$ cat src/rtl/store_serializer.sv
// store_serializer: writes a latched 8/16/24-bit result onto an 8-bit memory
// bus as a sequence of byte writes. The most-significant active byte goes first,
// to the lowest address. All outputs are registered.
module store_serializer #(
  parameter int AW = 24
) (
  input  logic          clk,
  input  logic          reset_n,
  input  logic          start,
  input  logic [23:0]   data,
  input  logic [AW-1:0] addr,
  input  logic [1:0]    RWDTH,
  input  logic          RDY,
  output logic [AW-1:0] AB,
  output logic [7:0]    DO,
  output logic          WE,
  output logic          busy,
  output logic          done
);

  // state | meaning
  // IDLE  | no store pending; AB/DO keep their last values
  // W2    | bus write of byte [23:16] (24-bit stores only)
  // W1    | bus write of byte [15:8]
  // W0    | bus write of byte [7:0], the last byte of every store
  // FIN   | one-cycle done pulse; a new start is accepted here
  typedef enum logic [2:0] {IDLE, W2, W1, W0, FIN} state_t;

  localparam logic [AW-1:0] ADDR_STEP = AW'(1);

  state_t      state;
  logic [15:0] low_bytes;  // only the bytes that follow the first write are kept

  // Store sequencer. The width is decoded once at start into the entry state;
  // after that the remaining bytes come from low_bytes, so RWDTH, data and addr
  // may change freely while a store is in progress.
  always_ff @(posedge clk or negedge reset_n) begin
    if (!reset_n) begin
      state     <= IDLE;
      low_bytes <= '0;
      AB        <= '0;
      DO        <= '0;
      WE        <= 1'b0;
      busy      <= 1'b0;
      done      <= 1'b0;
    end else begin
      case (state)
        IDLE, FIN: begin
          done <= 1'b0;
          if (start) begin
            low_bytes <= data[15:0];
            AB        <= addr;
            WE        <= 1'b1;
            busy      <= 1'b1;
            case (RWDTH)
              2'b10: begin
                state <= W2;
                DO    <= data[23:16];
              end
              2'b01: begin
                state <= W1;
                DO    <= data[15:8];
              end
              default: begin
                state <= W0;
                DO    <= data[7:0];
              end
            endcase
          end else begin
            state <= IDLE;
          end
        end
        W2: begin
          if (RDY) begin
            AB    <= AB + ADDR_STEP;
            DO    <= low_bytes[15:8];
            state <= W1;
          end
        end
        W1: begin
          if (RDY) begin
            AB    <= AB + ADDR_STEP;
            DO    <= low_bytes[7:0];
            state <= W0;
          end
        end
        W0: begin
          // AB and DO hold on the final transfer so the bus is quiet in FIN.
          if (RDY) begin
            WE    <= 1'b0;
            busy  <= 1'b0;
            done  <= 1'b1;
            state <= FIN;
          end
        end
        default: begin
          state <= IDLE;
          WE    <= 1'b0;
          busy  <= 1'b0;
          done  <= 1'b0;
        end
      endcase
    end
  end

endmodule

$ cat config.mk
export PLATFORM = sky130hd
export DESIGN_NAME = store_serializer
export DESIGN_NICKNAME = d
export VERILOG_FILES = /design/src/rtl/store_serializer.sv
export SDC_FILE = /design/constraint.sdc
export NUM_CORES = 1
export LEC_CHECK = 0
export ABC_AREA = 1
export CORE_UTILIZATION = 44
export CTS_CLUSTER_DIAMETER = 40
export DETAILED_ROUTE_END_ITERATION = 8
export GPL_TIMING_DRIVEN = 0
export HOLD_SLACK_MARGIN = 0.06
export MAX_ROUTING_LAYER = met4
export PLACE_DENSITY = 0.76
export SLEW_MARGIN = 40
export SYNTH_ARGS = -nofsm -noshare
export SYNTH_HDL_FRONTEND = slang
export SYNTH_SLANG_ARGS = --single-unit
export TNS_END_PERCENT = 30
$ cat constraint.sdc
create_clock -name clk -period 1.45 [get_ports clk]
set_clock_uncertainty 0.2 [all_clocks]
set_input_delay 0.29 -clock clk [delete_from_list [all_inputs] [get_ports clk]]
set_output_delay 0.29 -clock clk [all_outputs]
set_load 0.03 [all_outputs]
# Word level (Yosys, flattened, before mapping)
# Index checks and enable logic that the tools add are counted.
totals:
  ff_bits: 53
  out_inout_bits: 35
classes:
  mux: 19
  addsub: 1
  reduce_logical: 11
  bitwise: 1
  eq_ne: 11
op_table:
  columns: ["op", "count"]
  rows:
  - ["2-to-1 mux 24 bit", 2]
  - ["case mux 24 bit (2 select lines)", 1]
  - ["adder 24 x 1 -> 24 bit (second input constant)", 1]
  - ["2-to-1 mux 8 bit", 3]
  - ["case mux 8 bit (3 select lines)", 1]
  - ["case mux 8 bit (2 select lines)", 1]
  - ["2-to-1 mux 3 bit", 4]
  - ["case mux 3 bit (4 select lines)", 1]
  - ["AND reduction 3 bit", 3]
  - ["!= test 2 bit (second input constant)", 4]
  - ["equality test 3 x 2 -> 1 bit (second input constant)", 2]
  - ["case mux 2 bit (2 select lines)", 1]
  - ["AND reduction 2 bit", 2]
  - ["AND reduction 4 bit", 1]
  - ["OR reduction 2 bit", 2]
  - ["equality test 3 x 1 -> 1 bit (second input constant)", 1]
  - ["equality test 3 bit (second input constant)", 1]
  - ["zero test 3 bit", 1]
  - ["2-to-1 mux 1 bit", 3]
  - ["case mux 1 bit (3 select lines)", 1]
  - ["nonzero test 3 bit", 1]
  - ["equality test 2 x 1 -> 1 bit (second input constant)", 1]
  - ["equality test 2 bit (second input constant)", 1]
  - ["!= test 2 x 1 -> 1 bit (second input constant)", 1]
  - ["other kinds (3)", 3]

# Longest topological paths before layout
# Gate-level depths: netlist (run 1).
depth:
  ltp_word: 4
  ltp_mapped: 11
  mapped_depth_nobuf: 11

# Least setup slack after synthesis (run 1)
# No wires, ideal clock.
synth_path:
  kind: "reg-to-reg"
  startpoint: "register AB[1]"
  endpoint: "register AB[16]"
  stages_incl_launch_ff: 11
  setup_slack_ns: -0.405
  setup_time_ns: 0.117
  path_buffers: 0
  t_required_ns: 1.133
  synth_period_minus_slack_ns: 1.855
  arrival_time_ns: 1.537
  path_cell_list: "dfrtp_1 > ha_1 > nand2_1 > nor2_1 > nand2_1 > nor2_2 > nand2_1 > nand2_1 > nand3_1 > nand2_1 > nand2_1"
synth_via:
  elab_chain_cells: 3
synth_rtl:
  columns: ["element", "line", "text"]
  rows:
  - ["from (decl)", "14", "output logic [AW-1:0] AB,"]
  - ["from (signal assigned)", "52", "AB <= addr;"]
  - ["from (signal assigned)", "75", "AB <= AB + ADDR_STEP;"]
  - ["from (signal assigned)", "82", "AB <= AB + ADDR_STEP;"]
  - ["adder 24 x 1 -> 24 bit", "75, 82", null]
  - ["2-to-1 mux 24 bit", "74, 81", null]
  - ["case mux 24 bit (2 select lines)", "47", "case (state)"]
# Every way passes these cells. The select of a mux whose other input is x is not followed.
# A chain may end at the register's enable or synchronous reset.

# Final worst setup path (run 1)
layout_path:
  startpoint: "register state[1]"
  endpoint: "register DO[6]"
layout_via:
  elab_chain_cells: 4
  word_cells_on_any_way: 11
  classes_between: "eq/ne (6); mux (1); reduce/logical (4)"
layout_rtl:
  columns: ["element", "line", "text"]
  rows:
  - ["from (decl)", "31", "state_t state;"]
  - ["from (signal assigned)", "39", "state <= IDLE;"]
  - ["from (signal assigned)", "57", "state <= W2;"]
  - ["from (signal assigned)", "61", "state <= W1;"]
  - ["equality test 3 bit / zero test 3 bit (equally long branches)", "47", null]
  - ["OR reduction 2 bit", "47", null]
  - ["!= test 2 bit (no line) / nonzero test 3 bit (equally long branches)", null, null]
  - ["AND reduction 4 bit (no line)", null, null]
  - ["to (signal assigned)", "58", "DO <= data[23:16];"]
  - ["to (signal assigned)", "62", "DO <= data[15:8];"]
  - ["to (signal assigned)", "66", "DO <= data[7:0];"]
  - ["to (decl)", "15", "output logic [7:0] DO,"]
# Several ways; a longest one is shown, not always the timed one.

==> results.ini, run 1 <==
[yosys]
syn-instance-count=499
synth_nets=558
seq_area_frac_synth_pct=39.5
synth-seq-cells=53
synthDistinctLibCells=30
syn_area_um2=3350
syn_area_per_cell_um2=6.72
yosysWarnings=0

[timing]
hold_violations=0
setup_viol=59
finalCritPeriodShare_pct=116
rsz0062_at_grt=yes
whs_ps=180
fin_ws_ps=-231
period_needed_ps=1680
slew_headroom_pct=81.6
drv_slew=0
tightestPinTransition_ps=277
fmax_ghz=0.595

[setup_path]
crit_start=state[1]$_DFFE_PN0P_
worstRegToRegCells=9
critPathLaunchType=flop
worstPathRequired_ps=1500
critical_path.max_fanout=10
critical_path_class=reg -> reg
regToRegStartpoint=state[1]$_DFFE_PN0P_
cp.arrival_ps=1730
worst_setup_path_end_kind=flop

[place]
finalWeightedCongestion=0.889
pre_cts_ws_ps=-871
port_buffers=88
hpwl_um=6650
dpl_cell_area_um2=4440

[hold_path]
hold_class=in -> async

[grt]
grt_antenna_before_repair=0
grt_max_degree=42
grt_overflow=0
first_global_vias=3522
use_met1_pct=30.2
grt_use_total_pct=26.2
grt_pass1_wl_um=15600
grt_use_met2_pct=46.1
grt_use_met3_pct=3.69
grt-busiest-layer=met2

[routing]
drt-wirelength-per-cell_um=13.2
postRouteAntennaNets=0
routed_wl_um=9600
dr.first_iter.drc_count=185
drc=0
via_per_inst=4.97
vias=3615
dr.pass1.iters=4

[floorplanning]
ios=89
initial_core_util_pct=46.0
die_width_um=89.3
num_rows=31
core-area_um2=7290
chipHeight_um=89.3
dieArea_um2=7980

[power_and_ir_drop]
power.leakage_nw=2.44
total_power_mw=12.1
p_per_area_nw_per_um2=2440
vdd_drop_max_mv=1.15

[finish]
layout.nets=687
multiInputGateArea_um2=1870
drive_gt1_share_pct=24.8
fin_area_um2=4940
fillers=633
final_util_pct=67.7
area_growth_syn_to_layout_pct=47.1
register_area_um2=1350
antenna_cells=0

[clock_network]
clock-sinks=53
clk_pin_slew_ps=100
clock_latency_ps=310
htree_levels=2
numCtsBuffers=5
cts_tree=done
clock_path_buffers=2
cts_root_buffer=clkbuf_8

[flow_run]
cap_violations=0

[outcome]
outcome=finished with violations
violations=negative setup slack

## where the power goes
part           switching [mW]  internal [mW]
sequential              0.697           2.29
combinational            4.75           3.44
clock                   0.533          0.350
## layout by cell type (no fill, tap or decap), types with 2 or more instances in the layout
master	n
nand2_1	217
clkdlybuf4s50_1	50
nor2_1	49
nand3_1	43
buf_4	37
dfrtp_1	35
inv_1	33
dfrtp_2	18
buf_6	16
buf_2	13
clkdlybuf4s15_2	11
o21ai_1	10
nor2_4	9
o211ai_1	8
inv_2	6
nand2_2	6
clkbuf_8	6
buf_8	5
o21ai_0	5
nand2_4	4
o21ai_2	4
o21bai_1	4
ha_1	4
xnor2_1	3
nor2_2	3
nand4_1	3
nand3_2	2
xor2_1	2
or2_2	2
o22ai_1	2
dlygate4sd2_1	2
buf_12	2
## state kept, by name (all words and copies together) (netlist names)
name and flops:
low_bytes 16, DO 8, done 1, AB 24, state 3, busy 1
## cells in the mapped netlist
master    count  area, µm²
buf_6         7       78.8
clkbuf_1      3       11.3
nor2_1       56        210
o21ai_2       1       8.76
nand2_1     226        848
buf_4         4       30.0
nand2_2       1       6.26
o21ai_0      11       55.1
or2_2         3       18.8
o22ai_1       2       12.5
o21ai_1       7       35.0
o21bai_1      4       30.0
nor2_2        2       12.5
dfrtp_1      53       1330
o21ai_4       1       16.3
inv_6         1       8.76
o31ai_2       1       12.5
nand3_1      45        225
nand4_1       3       18.8
o211ai_1      8       60.1
inv_2         3       11.3
clkinv_1      1       3.75
a21oi_1       1       5.00
inv_1        37        139
buf_2         4       20.0
nor2_4        3       33.8
xor2_1        2       17.5
ha_1          5       62.6
nand3_2       1       10.0
xnor2_1       3       26.3
## metrics by stage
stage                     setup TNS (ps)  cells
final                              -7560    728
after global routing              -12060    728
after CTS                          -7590    715
after detailed placement          -28450    687
after global placement           -126440    686
after floorplan                    -3120    499
## metal layers
metal | up-vias | routed length (µm) | part of all wire, %
met5 | - | 0 | 0
met4 | 0 | 192 | 2.0
met3 | 21 | 671 | 7.0
met2 | 154 | 4770 | 50
met1 | 1626 | 3970 | 41
li1 | 1814 | - | -
## critical path: stages, from the launching register on
cell     delay, ps
dfrtp_2        430
inv_2           50
nand3_2         80
nand2_4         70
buf_6          120
o21ai_4        200
buf_6          190
buf_6          160
nand2_1         70
nand2_1         60
## cell families after synthesis
logic type	share of synthesized area [%]
simple gates	41.3
buf+inv	9.03
xor+xnor	1.31
compound gates	7.01
fa+ha+maj	1.86
flops	39.5
## repair_timing
item	in CTS	in global routing
gates resized for setup	185	46
setup endpoints to repair	87	81
pin swaps	5	10
endpoints found under the hold margin	53	0
gates cloned	0	1
hold buffers	1	0
buffers inserted	20	12
## worst paths after layout
path | end | slack, ps
min reg2reg | low_bytes[6]$_DFFE_PN0P_ | 280
max in group asynchronous | AB[2]$_DFFE_PN0P_ | 390
min | AB[11]$_DFFE_PN0P_ | 180
max | DO[6]$_DFFE_PN0P_ | -230
min in group clk | low_bytes[6]$_DFFE_PN0P_ | 280
max reg2reg | DO[6]$_DFFE_PN0P_ | -230
## layout make-up
type	count	area share, %
repair buffers	123	23.2
well taps	99	2.51
plain buffers	17	3.80
clock inverters	3	0.507
multi-input cells	386	37.8
clock buffers	5	1.39
flip-flops and latches	53	27.3
inverters	42	3.42
Note: power is estimated with default switching activity, not from simulation.
==> run 2, diff against run 1 <==
--- a/config.mk
+++ b/config.mk
@@ -7,4 +7,3 @@
 export LEC_CHECK = 0
-export ABC_AREA = 1
-export CORE_UTILIZATION = 44
+export CORE_UTILIZATION = 43
 export CTS_CLUSTER_DIAMETER = 40
==> constraint.sdc (replaced) <==
create_clock -name clk -period 1.45 [get_ports clk]
set_clock_uncertainty 0.2 [all_clocks]
set_input_delay 0.435 -clock clk [delete_from_list [all_inputs] [get_ports clk]]
set_output_delay 0.435 -clock clk [all_outputs]
set_load 0.03 [all_outputs]
==> run 2 against run 1 <==
Net effect:
- the flow still finishes with violations (negative setup slack)
- hold slack better by 110 ps
- count of clock-buffer cells in the layout is the same
- via count shrank 5.1%
- first-iteration DRC count is 39% higher
==> results.ini, run 2 <==
[routing]
dr.first_iter.drc_count=257
drt-wirelength-per-cell_um=20.3
drc=0
postRouteAntennaNets=0
vias=3429
routed_wl_um=11300
via_per_inst=6.16
dr.pass1.iters=5

[grt]
first_global_vias=3157
grt_max_degree=43
grt_pass1_wl_um=15700
grt_antenna_before_repair=0
grt_overflow=0
grt_use_total_pct=28.0

[timing]
tightestPinTransition_ps=312
hold_violations=0
slew_headroom_pct=79.2
setup_viol=84
period_needed_ps=1900
fmax_ghz=0.526
whs_ps=295
drv_slew=0
finalCritPeriodShare_pct=131
rsz0062_at_grt=yes
fin_ws_ps=-451

[place]
port_buffers=88
hpwl_um=6540
dpl_cell_area_um2=4360
finalWeightedCongestion=0.901

[finish]
drive_gt1_share_pct=46.2
reg_top3=AB x24, low_bytes x16, DO x8
layout.nets=519
final_cell_mix=48 x clkdlybuf4s50_1, 34 x dfrtp_1, 31 x buf_4
max_flop_register=AB
final_util_pct=76.4
area_growth_syn_to_layout_pct=70.2
layout_commonest_cell=clkdlybuf4s50_1
fin_area_um2=5250
antenna_cells=0
largest_reg_flops=24

[clock_network]
clock_latency_ps=310
numCtsBuffers=5
cts_root_buffer=clkbuf_8
clock-sinks=53
htree_levels=2
clock_path_buffers=2
cts_tree=done
clk_pin_slew_ps=110

[floorplanning]
initial_core_util_pct=44.9
die_width_um=86.7
core-area_um2=6870
num_rows=30
dieArea_um2=7510
chipHeight_um=86.7
ios=89

[yosys]
async_flop_share_pct=100
synth-seq-cells=53
syn-instance-count=325
synth.most_common_cell=dfrtp_1
synth_top_cell_by_area=dfrtp_1
synth_top_area_share_pct=43.0
syn_area_per_cell_um2=9.49
yosysWarnings=0
synth_ff_type=dfrtp_1
synth_nets=384
ys_top_cells_by_area=dfrtp_1 43%, mux2_2 6.2%, a21oi_1 6.0%
synth_edf_count=0
seq_area_frac_synth_pct=43.0
synthDistinctLibCells=49
syn_area_um2=3080
synth_common_cells=53 x dfrtp_1, 37 x a21oi_1, 27 x nor2_1, 19 x nand2_1, 17 x mux2_2

[setup_path]
worst_setup_path_end_kind=flop
critical_path.max_fanout=7
regToRegStartpoint=state[1]$_DFFE_PN0P_
r2r-end=AB[22]$_DFFE_PN0P_
critical_path_class=reg -> reg
critPathLaunchType=flop
worstPathRequired_ps=1450
worstRegToRegCells=7
cp.arrival_ps=1900
rrSetupSlack_ps=-450

[hold_path]
hold_class=in -> async

[power_and_ir_drop]
p_per_area_nw_per_um2=2650
power.leakage_nw=2.09
total_power_mw=13.9
vdd_drop_max_mv=1.25

[outcome]
violations=negative setup slack
outcome=finished with violations

[flow_run]
cap_violations=0

-- run 2: where the power goes --
group	leakage, nW	internal, mW	switching (mW)	total (mW)
combinational	1.43	4.81	5.01	9.82
sequential	0.596	2.29	0.764	3.05
clock	0.0585	0.519	0.540	1.06
-- run 2: worst max-delay path by stage --
stage	startpoint	to	slack (ps)	cells after the start
6_report	state[1]$_DFFE_PN0P_	AB[22]$_DFFE_PN0P_	-450	7
5_1_grt	state[1]$_DFFE_PN0P_	AB[22]$_DFFE_PN0P_	-490	7
4_1_cts	state[1]$_DFFE_PN0P_	AB[22]$_DFFE_PN0P_	-370	7
3_5_place_dp	RWDTH[0]	DO[1]$_DFFE_PN0P_	-1060	8
3_3_place_gp	reset_n	AB[14]$_DFFE_PN0P_	-2150	1
2_1_floorplan	AB[7]$_DFFE_PN0P_	AB[22]$_DFFE_PN0P_	-350	6
-- run 2: final cells by class --
class | instances | area (µm²)
Clock buffer | 5 | 68.8
Sequential cell | 53 | 1350
Buffer | 27 | 347
Inverter | 7 | 36.3
Fill cell | 456 | 1620
Tap cell | 96 | 120
Clock inverter | 3 | 43.8
Multi-Input combinational cell | 237 | 1930
Timing Repair Buffer | 129 | 1350
-- run 2: cell families after synthesis --
family                     share of synthesized area [%]
AOI/OAI and AO/OA                                   26.3
and+or+nand+nor                                     15.2
DFF                                                 43.0
buffers and inverters                               6.37
muxes                                               6.53
adders and majority gates                           2.03
xor gates and xnor gates                           0.528
-- run 2: through the flow --
| stage | setup TNS [ps] | setup WS [ps] | std cells |
|---|---|---|---|
| after floorplan | -9710 | -346 | 325 |
| after global placement | -155100 | -2150 | 509 |
| after detailed placement | -50030 | -1060 | 510 |
| after CTS | -20920 | -372 | 543 |
| after global routing | -25680 | -492 | 557 |
| final | -23080 | -451 | 557 |
-- run 2: timing repair --
action,CTS,global route
gates cloned,1,8
buffers inserted,23,8
hold buffers,1,0
setup endpoints to repair,87,84
endpoints found under the hold margin,53,0
pin swaps,5,22
gates resized for setup,191,74
-- run 2: worst max-delay path: stages, from the launching register on --
cell and delay [ps]:
dfrtp_1 410, buf_6 170, xor2_4 180, and2_4 290, buf_8 160, nand4_1 110, o22ai_1 180, a211oi_1 110
-- run 2: metal layers --
metal  share of wire (%)  vias up  global-route usage (%)
met2                  49      235                    47.7
li1                    -     1491                       -
met3                 7.9       57                    3.14
met1                  39     1646                    35.0
met5                   0        -                       -
met4                 4.2        0                    8.48
==> run 3, diff against run 2 <==
GPL_ROUTABILITY_DRIVEN = 0   (was not set)
==> results of run 3 <==
Same layout as run 2: the final DEF is identical, and so are final timing and power.
